`config.mk`:
```
export PLATFORM = sky130hd
export DESIGN_NAME = feistel_round_ctrl
export DESIGN_NICKNAME = d
export VERILOG_FILES = /design/src/rtl/feistel_round_ctrl.sv
export SDC_FILE = /design/constraint.sdc
export NUM_CORES = 1
export LEC_CHECK = 0
export CAP_MARGIN = 20
export CORE_MARGIN = 8
export CORE_UTILIZATION = 40
export CTS_CLUSTER_SIZE = 10
export DETAILED_ROUTE_END_ITERATION = 12
export SYNTH_ARGS = -nofsm -noshare
export SYNTH_HDL_FRONTEND = slang
export SYNTH_SLANG_ARGS = --single-unit
```
`constraint.sdc`:
```
create_clock -name clk -period 5.3 [get_ports clk]
set_input_delay 1.06 -clock clk [delete_from_list [all_inputs] [get_ports clk]]
set_output_delay 1.06 -clock clk [all_outputs]
set_load 0.02 [all_outputs]
```
`src/rtl/feistel_round_ctrl.sv`:
```
// Iterative 8-bit Feistel cipher core (4-bit halves, DES S1 round function), one round per cycle.
// Latency: accept edge + ROUNDS round edges; out_valid is high ROUNDS cycles after accept.
// Backpressure: in_ready only in IDLE; the result is held stable in DONE until out_ready.
//
// Ports:
//   clk, rst_n        clock, asynchronous active-low reset
//   in_valid/in_ready request handshake; in_data (8b block), in_key (12b key), in_mode (0 enc, 1 dec)
//   out_valid/out_ready result handshake; out_data (8b block)
// Parameter ROUNDS: number of rounds, 2..8.
// Macro FEISTEL_DECRYPT_EN: when defined, in_mode selects decrypt (reversed subkey order);
// when undefined, in_mode is ignored and only encryption is built.

module feistel_round_ctrl #(
    parameter int ROUNDS = 4
) (
    input  logic        clk,
    input  logic        rst_n,
    input  logic        in_valid,
    output logic        in_ready,
    input  logic [7:0]  in_data,
    input  logic [11:0] in_key,
    input  logic        in_mode,
    output logic        out_valid,
    input  logic        out_ready,
    output logic [7:0]  out_data
);

    typedef enum logic [1:0] {S_IDLE, S_RUN, S_DONE} state_t;

    localparam logic [2:0] LAST = 3'(ROUNDS - 1);

    // DES S1, one 64-bit vector per row, column 0 in the top nibble.
    localparam logic [63:0] S1_R0 = 64'hE4D12FB83A6C5907;
    localparam logic [63:0] S1_R1 = 64'h0F74E2D1A6CB9538;
    localparam logic [63:0] S1_R2 = 64'h41E8D62BFC973A50;
    localparam logic [63:0] S1_R3 = 64'hFC8249175B3EA06D;

    function automatic logic [3:0] sbox1(input logic [1:0] row, input logic [3:0] col);
        logic [63:0] v;
        logic [5:0]  base;
        case (row)
            2'd0:    v = S1_R0;
            2'd1:    v = S1_R1;
            2'd2:    v = S1_R2;
            default: v = S1_R3;
        endcase
        base = {4'(4'd15 - col), 2'b00};
        return v[base +: 4];
    endfunction

    state_t      r_state;
    state_t      w_state_nxt;
    logic [2:0]  r_rc;
    logic [7:0]  r_blk;
    logic [11:0] r_key;
    logic        w_mode_q;
    logic [2:0]  w_idx;
    logic [5:0]  w_k;
    logic [17:0] w_rot_unused;
    logic [3:0]  w_l;
    logic [3:0]  w_r;
    logic [5:0]  w_e;
    logic [5:0]  w_y;
    logic [3:0]  w_s;
    logic [3:0]  w_p;
    logic [3:0]  w_f;
    logic        w_accept;
    logic        w_last;

`ifdef FEISTEL_DECRYPT_EN
    logic r_mode;

    always_ff @(posedge clk or negedge rst_n) begin
        if (!rst_n) begin
            r_mode <= 1'b0;
        end else if (w_accept) begin
            r_mode <= in_mode;
        end
    end

    assign w_mode_q = r_mode;
    // Decrypt walks the subkey schedule backwards.
    assign w_idx    = w_mode_q ? 3'(LAST - r_rc) : r_rc;
`else
    logic w_unused_mode;

    assign w_unused_mode = in_mode;
    assign w_mode_q      = 1'b0;
    assign w_idx         = r_rc;
`endif

    assign w_accept = in_valid && (r_state == S_IDLE);
    assign w_last   = (r_rc == LAST);

    // rotl12(key, idx) is the top half of {key,key} << idx; only its top 6 bits are the subkey.
    assign {w_k, w_rot_unused} = {r_key, r_key} << w_idx;

    assign w_l = r_blk[7:4];
    assign w_r = r_blk[3:0];
    assign w_e = {w_r[0], w_r, w_r[3]};
    assign w_y = w_e ^ w_k;
    assign w_s = sbox1({w_y[5], w_y[0]}, w_y[4:1]);
    assign w_p = {w_s[1], w_s[3], w_s[0], w_s[2]};
    assign w_f = w_l ^ w_p;

    always_comb begin
        w_state_nxt = r_state;
        case (r_state)
            S_IDLE:  if (in_valid) w_state_nxt = S_RUN;
            S_RUN:   if (w_last) w_state_nxt = S_DONE;
            S_DONE:  if (out_ready) w_state_nxt = S_IDLE;
            default: w_state_nxt = S_IDLE;
        endcase
    end

    always_ff @(posedge clk or negedge rst_n) begin
        if (!rst_n) begin
            r_state <= S_IDLE;
            r_rc    <= 3'd0;
            r_blk   <= 8'd0;
            r_key   <= 12'd0;
        end else begin
            r_state <= w_state_nxt;
            if (w_accept) begin
                r_blk <= in_data;
                r_key <= in_key;
                r_rc  <= 3'd0;
            end else if (r_state == S_RUN) begin
                if (w_last) begin
                    // Last round leaves the halves unswapped so decryption mirrors encryption.
                    r_blk <= {w_f, w_r};
                end else begin
                    r_blk <= {w_r, w_f};
                    r_rc  <= r_rc + 3'd1;
                end
            end
        end
    end

    assign in_ready  = (r_state == S_IDLE);
    assign out_valid = (r_state == S_DONE);
    assign out_data  = r_blk;

endmodule

```
==> results of run 1 <==
## per-layer routing
layer,global-route usage,part of all wire,up-vias
met1,0.202,0.49,1050
met5,0,0,-
met3,0.0210,0.045,12
met2,0.235,0.45,72
met4,0.0497,0.018,0
li1,-,-,1039
## cells in the mapped netlist, types with 2 or more instances
| cell | instances |
|---|---|
| a22o_1 | 3 |
| o22ai_1 | 7 |
| dfrtp_1 | 25 |
| nand2_1 | 12 |
| a2bb2oi_1 | 2 |
| o221ai_1 | 4 |
| inv_1 | 17 |
| a21o_1 | 3 |
| buf_4 | 2 |
| clkbuf_1 | 4 |
| o22a_1 | 3 |
| a21oi_1 | 11 |
| o21ai_1 | 4 |
| o31ai_1 | 2 |
| a221oi_1 | 5 |
| mux2i_1 | 12 |
| a211oi_1 | 9 |
| mux2_2 | 15 |
| xnor2_1 | 5 |
| nor2_2 | 2 |
| o21a_1 | 3 |
| a22oi_1 | 3 |
| a2111oi_0 | 3 |
| nand2b_1 | 3 |
| o211ai_1 | 2 |
| o21ai_0 | 9 |
| ha_1 | 9 |
| a211o_1 | 2 |
| buf_6 | 2 |
| a21oi_2 | 2 |
| or2_1 | 2 |
| nand3_1 | 8 |
| nor2_1 | 9 |
| mux4_2 | 3 |
| nor3_1 | 10 |
| buf_2 | 4 |
| nor2b_1 | 3 |
| a21boi_0 | 2 |
| o2bb2ai_1 | 3 |
## logic make-up (layout without fill, tap and decap cells)
logic type,Yosys count,after routing
multiplexers,32,32
AO/OA/AOI/OAI,93,93
flip-flops,25,25
adder cells (fa/ha/maj),9,9
XOR/XNOR,8,8
AND/OR/NAND/NOR,57,57
buffers and inverters,31,58
## area by class of cell
class,count,area share
Multi-Input combinational cell,199,0.572
Inverter,19,0.0267
Tap cell,75,0.0339
Sequential cell,25,0.226
Timing Repair Buffer,35,0.125
Clock buffer,4,0.0163
## state kept, by name, indices dropped and copies added, names as in the netlist
name and cells:
out_data 8, r_key 12, r_state 2, r_rc 3
## how the worst max path moves through the flow
stage                                   start                       to
after CTS                 r_rc[1]$_DFFE_PN0P_  out_data[7]$_DFFE_PN0P_
after global routing      r_rc[1]$_DFFE_PN0P_  out_data[7]$_DFFE_PN0P_
final                     r_rc[1]$_DFFE_PN0P_  out_data[7]$_DFFE_PN0P_
after floorplan           r_rc[0]$_DFFE_PN0P_  out_data[4]$_DFFE_PN0P_
after detailed placement  r_rc[1]$_DFFE_PN0P_  out_data[7]$_DFFE_PN0P_
after global placement    r_rc[1]$_DFFE_PN0P_  out_data[7]$_DFFE_PN0P_
## worst reg2reg max path: cells and delay by family, from the launching register on
family / cells / cell delay, ns
DFF: 1 / 0.74
and+or+nand+nor: 3 / 0.98
buffers and inverters: 2 / 0.41
AOI/OAI and AO/OA: 5 / 1.05
muxes: 1 / 0.51
adders and majority gates: 1 / 0.37
xor gates and xnor gates: 1 / 0.25
## cells in the final DEF (no fill, tap or decap), types with 3 or more instances in the layout
| cell | instances |
|---|---|
| clkdlybuf4s50_1 | 33 |
| dfrtp_1 | 25 |
| inv_1 | 17 |
| mux2_2 | 15 |
| mux2i_1 | 12 |
| nand2_1 | 12 |
| a21oi_1 | 11 |
| nor3_1 | 10 |
| nor2_1 | 9 |
| o21ai_0 | 9 |
| a211oi_1 | 9 |
| ha_1 | 9 |
| nand3_1 | 8 |
| o22ai_1 | 7 |
| xnor2_1 | 5 |
| a221oi_1 | 5 |
| o21ai_1 | 4 |
| o221ai_1 | 4 |
| nand2b_1 | 3 |
| o21a_1 | 3 |
| mux4_2 | 3 |
| nor2b_1 | 3 |
| o2bb2ai_1 | 3 |
| a22oi_1 | 3 |
| a22o_1 | 3 |
| a21o_1 | 3 |
| a2111oi_0 | 3 |
| o22a_1 | 3 |
| clkbuf_8 | 3 |
## per-stage QoR
stage,area (um2),hold slack (ns),instances
finish,2770,0.534,357
global placement,2720,0.503,353
floorplan,2350,0.480,255
detailed placement,2720,0.517,353
global route,2770,0.572,357
CTS,2770,0.536,357
==> impl_metrics.ini, run 1 <==
[sta]
period_needed_ns = 4.41
max-slew-margin-rel = 0.266
worst_pin_slew_ns = 1.09
setup_slack_ns = 0.889
fin_setup_tns_ns = 0
rsz0062_at_grt = no
final-setup-viol-count = 0
hold_viol = 0
fin_skew_ns = 0.00552
drv_slew = 0
fin_crit_sh = 0.832
clock.fmax_ghz = 0.227

[clock_network]
cts_buffer_depth = 2
clk_latency_ns = 0.27
cts_resized = 0
cts-hold-fix-buffers = 0
cts.sinks = 25
cts_root_buf = clkbuf_8
cts_made_buffers = 3
post-cts-setup-buffers = 0
cts_tree = built
clk_pin_slew_worst_paths_ns = 0.09
h-tree-depth = 1

[synthesis]
synth_top_area_share = 0.266
synth_edf_count = 0
ys_ff_latch = 25
synth_top_family_by_area = compound AO/OA/AOI/OAI gates
netlist_instances = 255
ys_top_cells_by_area = dfrtp_1 27%, mux2_2 7.2%, mux2i_1 5.1%, ha_1 4.8%, a211oi_1 2.9%
ys_warn_count = 0
synth_compound_area_frac = 0.298
yosysTopAreaCell = dfrtp_1
syn_area_per_cell_um2 = 9.23
syn_nets = 289
synthesis.area_um2 = 2350
synth_ff_type = dfrtp_1
async_flop_share = 1.00
ys_seq_area_frac = 0.266
ys_types = 65
synthXorXnorAreaFrac = 0.0409
yosys.area_share.simple = 0.123
yosys-mux-area-fraction = 0.162
synthAdderAreaFrac = 0.0478

[global_route]
gr-total-overflow = 0
antenna_found_initial = 0
grt_pass1_vias = 2118
grt_max_degree = 26
track_usage = 0.148
grt_pass1_wl_mm = 10.6

[layout]
final_nets = 317
antenna_cells = 0
fillers = 587
multi_input_area_um2 = 1580
drive_gt1_frac = 0.138
seq_area_um2 = 626
areaGrowthSynthToFinish_pct = 17.5
final_util = 0.475

[min_path]
holdPathStages = 1
holdPathEnd = r_key[10]$_DFFE_PN0P_
hold_path.class = reg -> reg
hold_start = r_key[10]$_DFFE_PN0P_

[die]
core_um2 = 5820
dieArea_um2 = 8590
rows = 28
fp.dieW_um = 92.7
initial_utilization = 0.405
pin_count = 35
die_y_um = 92.7

[critical_path]
crit_chain = mux2i_1 -> o22ai_1 -> nor3_1 -> or2_1 -> inv_1 -> ha_1 -> inv_1 -> nand3_1 -> a211o_1 -> a311oi_1 -> a21oi_1 -> xnor2_1 -> a21oi_1
worstSetupStartpointType = flop
path_depth = 13
rr_endpoint = out_data[7]$_DFFE_PN0P_
worstPathArrival_ns = 4.56
critical-path-top-delay-family = compound AO/OA/AOI/OAI gates
path_max_fanout = 15
critical_path.max_stage_delay_ns = 0.74
critPathKind = reg -> reg
cp.required_ns = 5.45
cp-end-kind = flop
r2r-start = r_rc[1]$_DFFE_PN0P_
ff2ff_path_depth = 13
slowest_stage = dfrtp_1
crit_buf_inv = 2
rrSetupSlack_ns = 0.89

[drt]
drt_iter0_markers = 142
routed_wl_mm = 6.29
drt-pass1-iter-count = 4
wl_per_cell_um = 17.6
drcViolationCount = 0
viasPerCell = 6.09
final_antenna_net_count = 0
vias = 2173

[place]
dp_slack_ns = 1.03
place_congestion = 0.872
port_buffers = 33
dpl.hpwl_mm = 4.82

[job]
cap_violations = 0

[run_status]
outcome = complete, no violations
Power of run 1 is not shown: default switching activity piles up to over one toggle a cycle in this logic, so the estimate is an artifact.
==> run 2, diff against run 1 <==
==> constraint.sdc (replaced) <==
create_clock -name clk -period 3.55 [get_ports clk]
set_input_delay 0.71 -clock clk [delete_from_list [all_inputs] [get_ports clk]]
set_output_delay 0.71 -clock clk [all_outputs]
set_load 0.02 [all_outputs]
==> run 2 against run 1 <==
  * Flip-flop and latch count did not move
  * Worst hold slack got worse by 0.0035 ns
  * Register-to-register slack got worse by 0.72 ns
  * Count of clock-buffer cells in the layout fell by 1
  * Highest routed layer unchanged
  * Largest cell class unchanged
  * Clock skew barely moved
  * Final area rose by 3.9%
==> impl_metrics.ini, run 2 (same netlist as run 1, synthesis figures left out) <==
[run_status]
outcome = complete, no violations

[layout]
areaGrowthSynthToFinish_pct = 22.1
final_cell_mix = 33 x clkdlybuf4s50_1, 23 x dfrtp_1, 17 x inv_1
seq_area_um2 = 628
design_area_um2 = 2870
antenna_cells = 0
drive_gt1_frac = 0.199
final_common_cell = clkdlybuf4s50_1
multi_input_area_um2 = 1610
largest_register = r_key
final_nets = 327
largest_register_ff_count = 12
fillers = 600

[clock_network]
clk_pin_slew_worst_paths_ns = 0.09
cts_buffer_depth = 2
cts.sinks = 25
cts_made_buffers = 3
cts_resized = 0
post-cts-setup-buffers = 0
cts_tree = built
cts_root_buf = clkbuf_8
clk_latency_ns = 0.27
h-tree-depth = 1
cts-hold-fix-buffers = 0

[critical_path]
cp-end-kind = flop
cp-endpoint = out_data[6]$_DFFE_PN0P_
r2r-start = r_rc[1]$_DFFE_PN0P_
worstSetupStartpointType = flop
rr_endpoint = out_data[6]$_DFFE_PN0P_
crit_chain = buf_4 -> mux2i_1 -> mux4_2 -> xnor2_4 -> inv_4 -> ha_1 -> inv_1 -> mux2i_2 -> or3_1 -> a311oi_2 -> xnor2_1 -> o21a_1
worstPathArrival_ns = 3.55
rrSetupSlack_ns = 0.17
critPathKind = reg -> reg
slowest_stage = mux4_2
path_max_fanout = 9
ff2ff_path_depth = 12
crit_path_start = r_rc[1]$_DFFE_PN0P_
critical_path.max_stage_delay_ns = 0.56
cp.required_ns = 3.72

[sta]
whs_ns = 0.530
rsz0062_at_grt = yes
clock.fmax_ghz = 0.296
drv_slew = 0
worst_pin_slew_ns = 0.633
fin_crit_sh = 0.952
max-slew-margin-rel = 0.576
period_needed_ns = 3.38
hold_viol = 0
final-setup-viol-count = 0
fin_skew_ns = 0.00524
fin_setup_tns_ns = 0

[drt]
viasPerCell = 6.09
final_antenna_net_count = 0
drt_iter0_markers = 132
drt-pass1-iter-count = 4
vias = 2234
wl_per_cell_um = 17.5
drcViolationCount = 0
routed_wl_mm = 6.43

[die]
core_um2 = 5820
die_y_um = 92.7
dieArea_um2 = 8590
pin_count = 35
fp.dieW_um = 92.7
initial_utilization = 0.405
rows = 28

[global_route]
grt_pass1_vias = 2221
grt_max_degree = 26
gr-total-overflow = 0
grt_pass1_wl_mm = 10.8
track_usage = 0.151
antenna_found_initial = 0

[min_path]
hold_path.class = reg -> reg

[place]
dpl.hpwl_mm = 5.00
place_congestion = 0.894
port_buffers = 33
postPlaceCellArea_um2 = 2800

[job]
cap_violations = 0
-- run 2: cell count changes in the layout (fill, tap and decap cells not counted), sizes merged --
cell,change
buf,+10
clkbuf,-1
clkinvlp,+1
-- run 2: final cells by class --
| type | count | area share |
|---|---|---|
| timing repair buffer | 45 | 0.146 |
| multi-input combinational | 199 | 0.560 |
| tap | 75 | 0.0327 |
| clock inverter | 1 | 0.00261 |
| clock buffer | 3 | 0.0144 |
| inverter | 19 | 0.0257 |
| sequential | 25 | 0.219 |
-- run 2: metal layers --
layer	vias to the layer above	wire [um]	track usage	part of all wire
met2	119	2940	0.236	0.46
met3	21	368	0.0194	0.057
met4	0	190	0.0711	0.030
li1	1055	-	-	-
met5	-	0	0	0
met1	1039	2930	0.203	0.46
-- run 2: through the flow --
stage	setup slack, ns	utilization	std cells
floorplan	0.214	-	255
detailed placement	0.105	0.481	363
global route	0.0119	0.494	367
CTS	0.0652	0.489	367
global placement	0.0537	0.481	363
finish	0.172	0.494	367
-- run 2: worst max-delay path: cells and delay by family (launching register included) --
kind	cells	cell delay, ns
AOI/OAI and AO/OA	2	0.63
muxes	3	0.80
adders and majority gates	1	0.20
xor gates and xnor gates	2	0.41
DFF	1	0.47
and+or+nand+nor	1	0.35
buffers and inverters	3	0.41
-- run 2: worst min path at each step --
stage / startpoint / slack (ns) / end / cells past startpoint
floorplan: rst_n / 0.41 / out_data[0]$_DFFE_PN0P_ / 0
global placement: r_key[10]$_DFFE_PN0P_ / 0.50 / r_key[10]$_DFFE_PN0P_ / 1
detailed placement: r_key[10]$_DFFE_PN0P_ / 0.51 / r_key[10]$_DFFE_PN0P_ / 1
CTS: r_key[10]$_DFFE_PN0P_ / 0.53 / r_key[10]$_DFFE_PN0P_ / 1
global route: r_key[10]$_DFFE_PN0P_ / 0.55 / r_key[10]$_DFFE_PN0P_ / 1
finish: r_key[10]$_DFFE_PN0P_ / 0.53 / r_key[10]$_DFFE_PN0P_ / 1
Power of run 2 is left out for the same reason.
==> RTL edit 1, RTL diff (flow settings as in run 2) <==
The option `FEISTEL_DECRYPT_EN` is turned on by a define.
--- a/src/rtl/feistel_round_ctrl.sv
+++ b/src/rtl/feistel_round_ctrl.sv
@@ -11,2 +11,4 @@
 // when undefined, in_mode is ignored and only encryption is built.
+
+`define FEISTEL_DECRYPT_EN
 
Function: changed (a bounded check fails within 4 cycles, from zero or initial values and one cycle with rst_n low).
==> RTL edit 1 against run 2 <==
- sequential cell count rose by 1
- via count is 39% higher
- worst hold slack improved by 0.027 ns
- core utilization is 4.7 points higher
- the run now ends with setup timing left
- routed wire length rose by 45%
- cell count rose by 46%
- cell area rose by 34%
- worst setup slack got worse by 0.20 ns
- area after synthesis is 23% higher
Power is not shown: default switching activity piles up to over one toggle a cycle in this logic, so the estimate is an artifact.
==> RTL edit 1: results (changes against run 2) <==
[run_status]
status=finished with violations
violations=setup timing

[synthesis]
synth_common_cells=nand2_1 (68), a21oi_1 (38), dfrtp_1 (26), nor2_1 (26), a21o_1 (12)
synth.distinct_cells=84  ; +29%
syn-num-nets=402  ; +39%
synth_fa_ha_area_share_pct=3.46  ; -1.3 points
synth_compound_area_share_pct=33.9  ; +4.1 points
synth.yosys.seq_area_share_pct=22.5  ; -4.1 points

[setup_path]
critPathMaxStageDelay_ns=0.45  ; -0.11 ns
cp_max_fo=6  ; -3
r2r_cells=17  ; +5
worstPathArrival_ns=3.78  ; +0.23 ns
critPathTopFamily=compound AO/OA/AOI/OAI gates
rr_startpoint=r_rc[0]

[placed_design]
place_area_mm2=0.00349  ; +25%
place_congestion=0.967  ; +8.2%
dp_slack_ns=-0.0437  ; -0.149 ns

[cells_and_area]
n_all_buffers=85  ; +89%
clk_share_pct=1.85  ; +0.15 points
nMultiInputCombCells=309  ; +55%
multi_input_area_mm2=0.00222  ; +38%
inverters=11  ; -8
multi_input_area_share_pct=57.5  ; +1.5 points
regArea_um2=654  ; +4.2%

[grt]
met1_usage_pct=24.8  ; +4.5 points
grtUsageMet2_pct=29.2  ; +5.6 points
grtUsageMet3_pct=2.14  ; +0.20 points
grt_pass1_vias=2926  ; +32%

[drt]
first_pass_iters=5  ; +1
drtIter0Drc=156  ; +18%
post_drt_wl_per_cell_um=17.4  ; -0.62%
met3_length_um=475  ; +29%
m1WireLength_um=4350  ; +49%

[timing]
setup_viol_count_final=1  ; +1
worst_pin_slew_ns=0.561  ; -0.0722 ns
fin_ws_ns=-0.0264  ; -0.198 ns

[RTL edit 1: changes by cell type in the layout (fill, tap and decap cells not counted), moves of 6 or more]
cell,before,now
mux2i_1,11,5
a21o_1,3,12
nand2_1,12,67
inv_1,17,8
buf_6,0,7
nor2_1,8,24
a211oi_1,9,3
buf_4,12,44
mux2_2,15,3
a21oi_1,10,36
[RTL edit 1: worst min-delay path by stage]
stage,from,to,slack (ns),cells past startpoint
6_report,r_key[0],r_key[0],0.56,2
5_1_grt,r_key[11],r_key[11],0.60,2
4_1_cts,r_key[11],r_key[11],0.55,2
3_5_place_dp,r_key[11],r_key[11],0.53,2
3_3_place_gp,r_key[11],r_key[11],0.53,2
2_1_floorplan,rst_n,out_data[0],0.41,0
[RTL edit 1: per-stage QoR]
stage	cells	TNS, ns	util [%]
detailed placement	515	-0.0548	48.9
CTS	519	-0.0381	50.1
floorplan	369	0	-
global route	534	-0.481	54.1
finish	534	-0.0264	54.1
global placement	515	0	48.9
==> RTL edit 2, RTL diff (settings of run 2) <==
Without the edit above. Re-encode `state_t` (3 states) as one-hot, 3 bits wide.
--- a/src/rtl/feistel_round_ctrl.sv
+++ b/src/rtl/feistel_round_ctrl.sv
@@ -27,3 +27,3 @@
 
-    typedef enum logic [1:0] {S_IDLE, S_RUN, S_DONE} state_t;
+    typedef enum logic [2:0] {S_IDLE = 3'b001, S_RUN = 3'b010, S_DONE = 3'b100} state_t;
 
Function: same outputs for any inputs over 10 cycles, from zero or initial values and one cycle with rst_n low; not proved beyond that.
==> RTL edit 2 against run 2 <==
- area after synthesis is 4.8% higher
- sequential cell count is 1 higher
- routed wire length is 2.6% higher
- worst setup slack better by 0.040 ns
- synthesized cell count is 3.5% higher
- count of clock-buffer cells in the layout is 1 higher
- fmax is 1.2% higher
- cell count is 2.5% higher
- cell area is 4.0% higher
- sequential share of layout area hardly changed
- largest cell class unchanged
Power is left out: the tool's default activity adds up to more than one toggle a clock period on the data nets, which glitch-free logic cannot reach.
==> RTL edit 2: results (changes against run 2) <==
[run_status]
status=finished clean

[drt]
m1WireLength_um=2920  ; -0.17%
vias=2260  ; +1.2%
wl_met2_um=3180  ; +7.8%
met3_length_um=374  ; +1.6%
top_layer=met4
drtIter0Drc=83  ; -37%
first_pass_iters=5  ; +1
post_drt_wl_per_cell_um=17.5  ; +0.16%

[cts]
cts-root-buf=clkbuf_8
cts_buffer_depth=2  ; unchanged
cts_buffers=3  ; unchanged
clk_pin_slew_worst_paths_ns=0.09  ; about the same
clk_latency_ns=0.27  ; about the same

[setup_path]
r2r_cells=14  ; +2
worstPathArrival_ns=3.50  ; -0.05 ns
cp_max_fo=10  ; +1
rrSetupSlack_ns=0.21  ; +0.04 ns
worstReg2RegEnd=out_data[4]
critical-path-slowest-cell=mux4_2

[synthesis]
syn-num-nets=298  ; +3.1%
yosys-top-cells-area=dfrtp_1 (25%), mux4_2 (6.4%), mux2i_1 (6.1%)
synth.yosys.seq_area_share_pct=26.4  ; -0.15 points
synth_common_cells=dfrtp_1 (25), nand2_1 (22), a21oi_1 (16)
yosys_warnings=0  ; unchanged
synthArstFlopShare_pct=100  ; unchanged
synth.distinct_cells=67  ; +3.1%

[cells_and_area]
final_nets=336  ; +2.8%
top_register=r_key
largest_register_ffs=12  ; unchanged
antenna_cells=0  ; unchanged
drive_gt1_share_pct=20.3  ; +0.40 points

[grt]
grt_use_total_pct=15.4  ; +0.30 points
grt_pass1_wl_um=11300  ; +5.1%
grt_max_degree=27  ; +3.8%

[placed_design]
post-dp-hpwl_um=5060  ; +1.1%
io_buffers=33  ; unchanged
place_congestion=0.900  ; +0.63%

[timing]
setup_viol_count_final=0  ; unchanged
fin_skew_ns=0.00554  ; +0.000300 ns
max_slew_margin_pct=55.5  ; -2.1 points
setup-tns-final_ns=0  ; unchanged

[hold_path]
hp-class=reg -> reg

-- RTL edit 2: cell types whose count changed after synthesis, moves of 4 or more --
cell             run 2  this run
o22ai_1              7         1
a221oi_1             5         1
a211oi_1             9         3
a21oi_1             11        16
o211ai_1             2         8
nand2_1             12        22
a31oi_1              0         5
nor2_1               9        15
inv_1               17         6
mux4_2               3         7
-- RTL edit 2: kinds of logic after synthesis --
group / Yosys count / share of synthesized area (%)
muxes: 37 / 19.9
adders and majority gates: 9 / 4.57
buffers and inverters: 24 / 5.38
and+or+nand+nor: 79 / 15.9
AOI/OAI and AO/OA: 79 / 22.6
DFF: 26 / 26.4
xor gates and xnor gates: 10 / 5.23
-- RTL edit 2: worst min path at each step --
stage / from / to / slack (ns) / cells past startpoint
4_1_cts: r_key[10] / r_key[10] / 0.52 / 1
3_3_place_gp: r_key[10] / r_key[10] / 0.50 / 1
2_1_floorplan: rst_n / out_data[0] / 0.41 / 0
5_1_grt: r_key[10] / r_key[10] / 0.54 / 1
6_report: r_key[10] / r_key[10] / 0.52 / 1
3_5_place_dp: r_key[10] / r_key[10] / 0.50 / 1
-- RTL edit 2: final cells by class --
class	instances	area, um2
Tap cell	75	93.8
Inverter	8	30.0
Multi-Input combinational cell	214	1690
Timing Repair Buffer	49	463
Clock buffer	4	55.1
Fill cell	591	2970
Sequential cell	26	652
-- RTL edit 2: layer usage --
| layer | vias to the layer above | track usage (%) |
|---|---|---|
| li1 | 1076 | - |
| met1 | 1092 | 20.2 |
| met2 | 83 | 25.1 |
| met3 | 9 | 1.83 |
| met4 | 0 | 6.63 |
| met5 | - | 0 |
-- RTL edit 2: through the flow --
step                setup slack, ns  hold WS, ns  std cells  util (%)  instance area, um2
floorplan                     0.254        0.414        264         -                2470
global placement              0.194        0.500        372      49.0                2920
detailed placement            0.174        0.500        372      49.0                2920
CTS                           0.143        0.522        376      50.0                2980
global route                0.00849        0.537        376      50.2                2990
finish                        0.212        0.516        376      50.2                2990
-- RTL edit 2: critical path, delay by kind of cell, from the launching register on --
kind | cells | cell delay [ns]
adders and majority gates | 1 | 0.25
xor gates and xnor gates | 1 | 0.18
buffers and inverters | 2 | 0.34
muxes | 2 | 0.70
and+or+nand+nor | 3 | 0.30
AOI/OAI and AO/OA | 5 | 1.00
DFF | 1 | 0.46
-- RTL edit 2: repair_timing --
| action | 4_1_cts | 5_1_grt |
|---|---|---|
| resized for setup | 0 | 4 |
| hold endpoints to repair | 0 | 0 |
| setup endpoints to repair | 0 | 4 |
| buffers inserted | 0 | 0 |
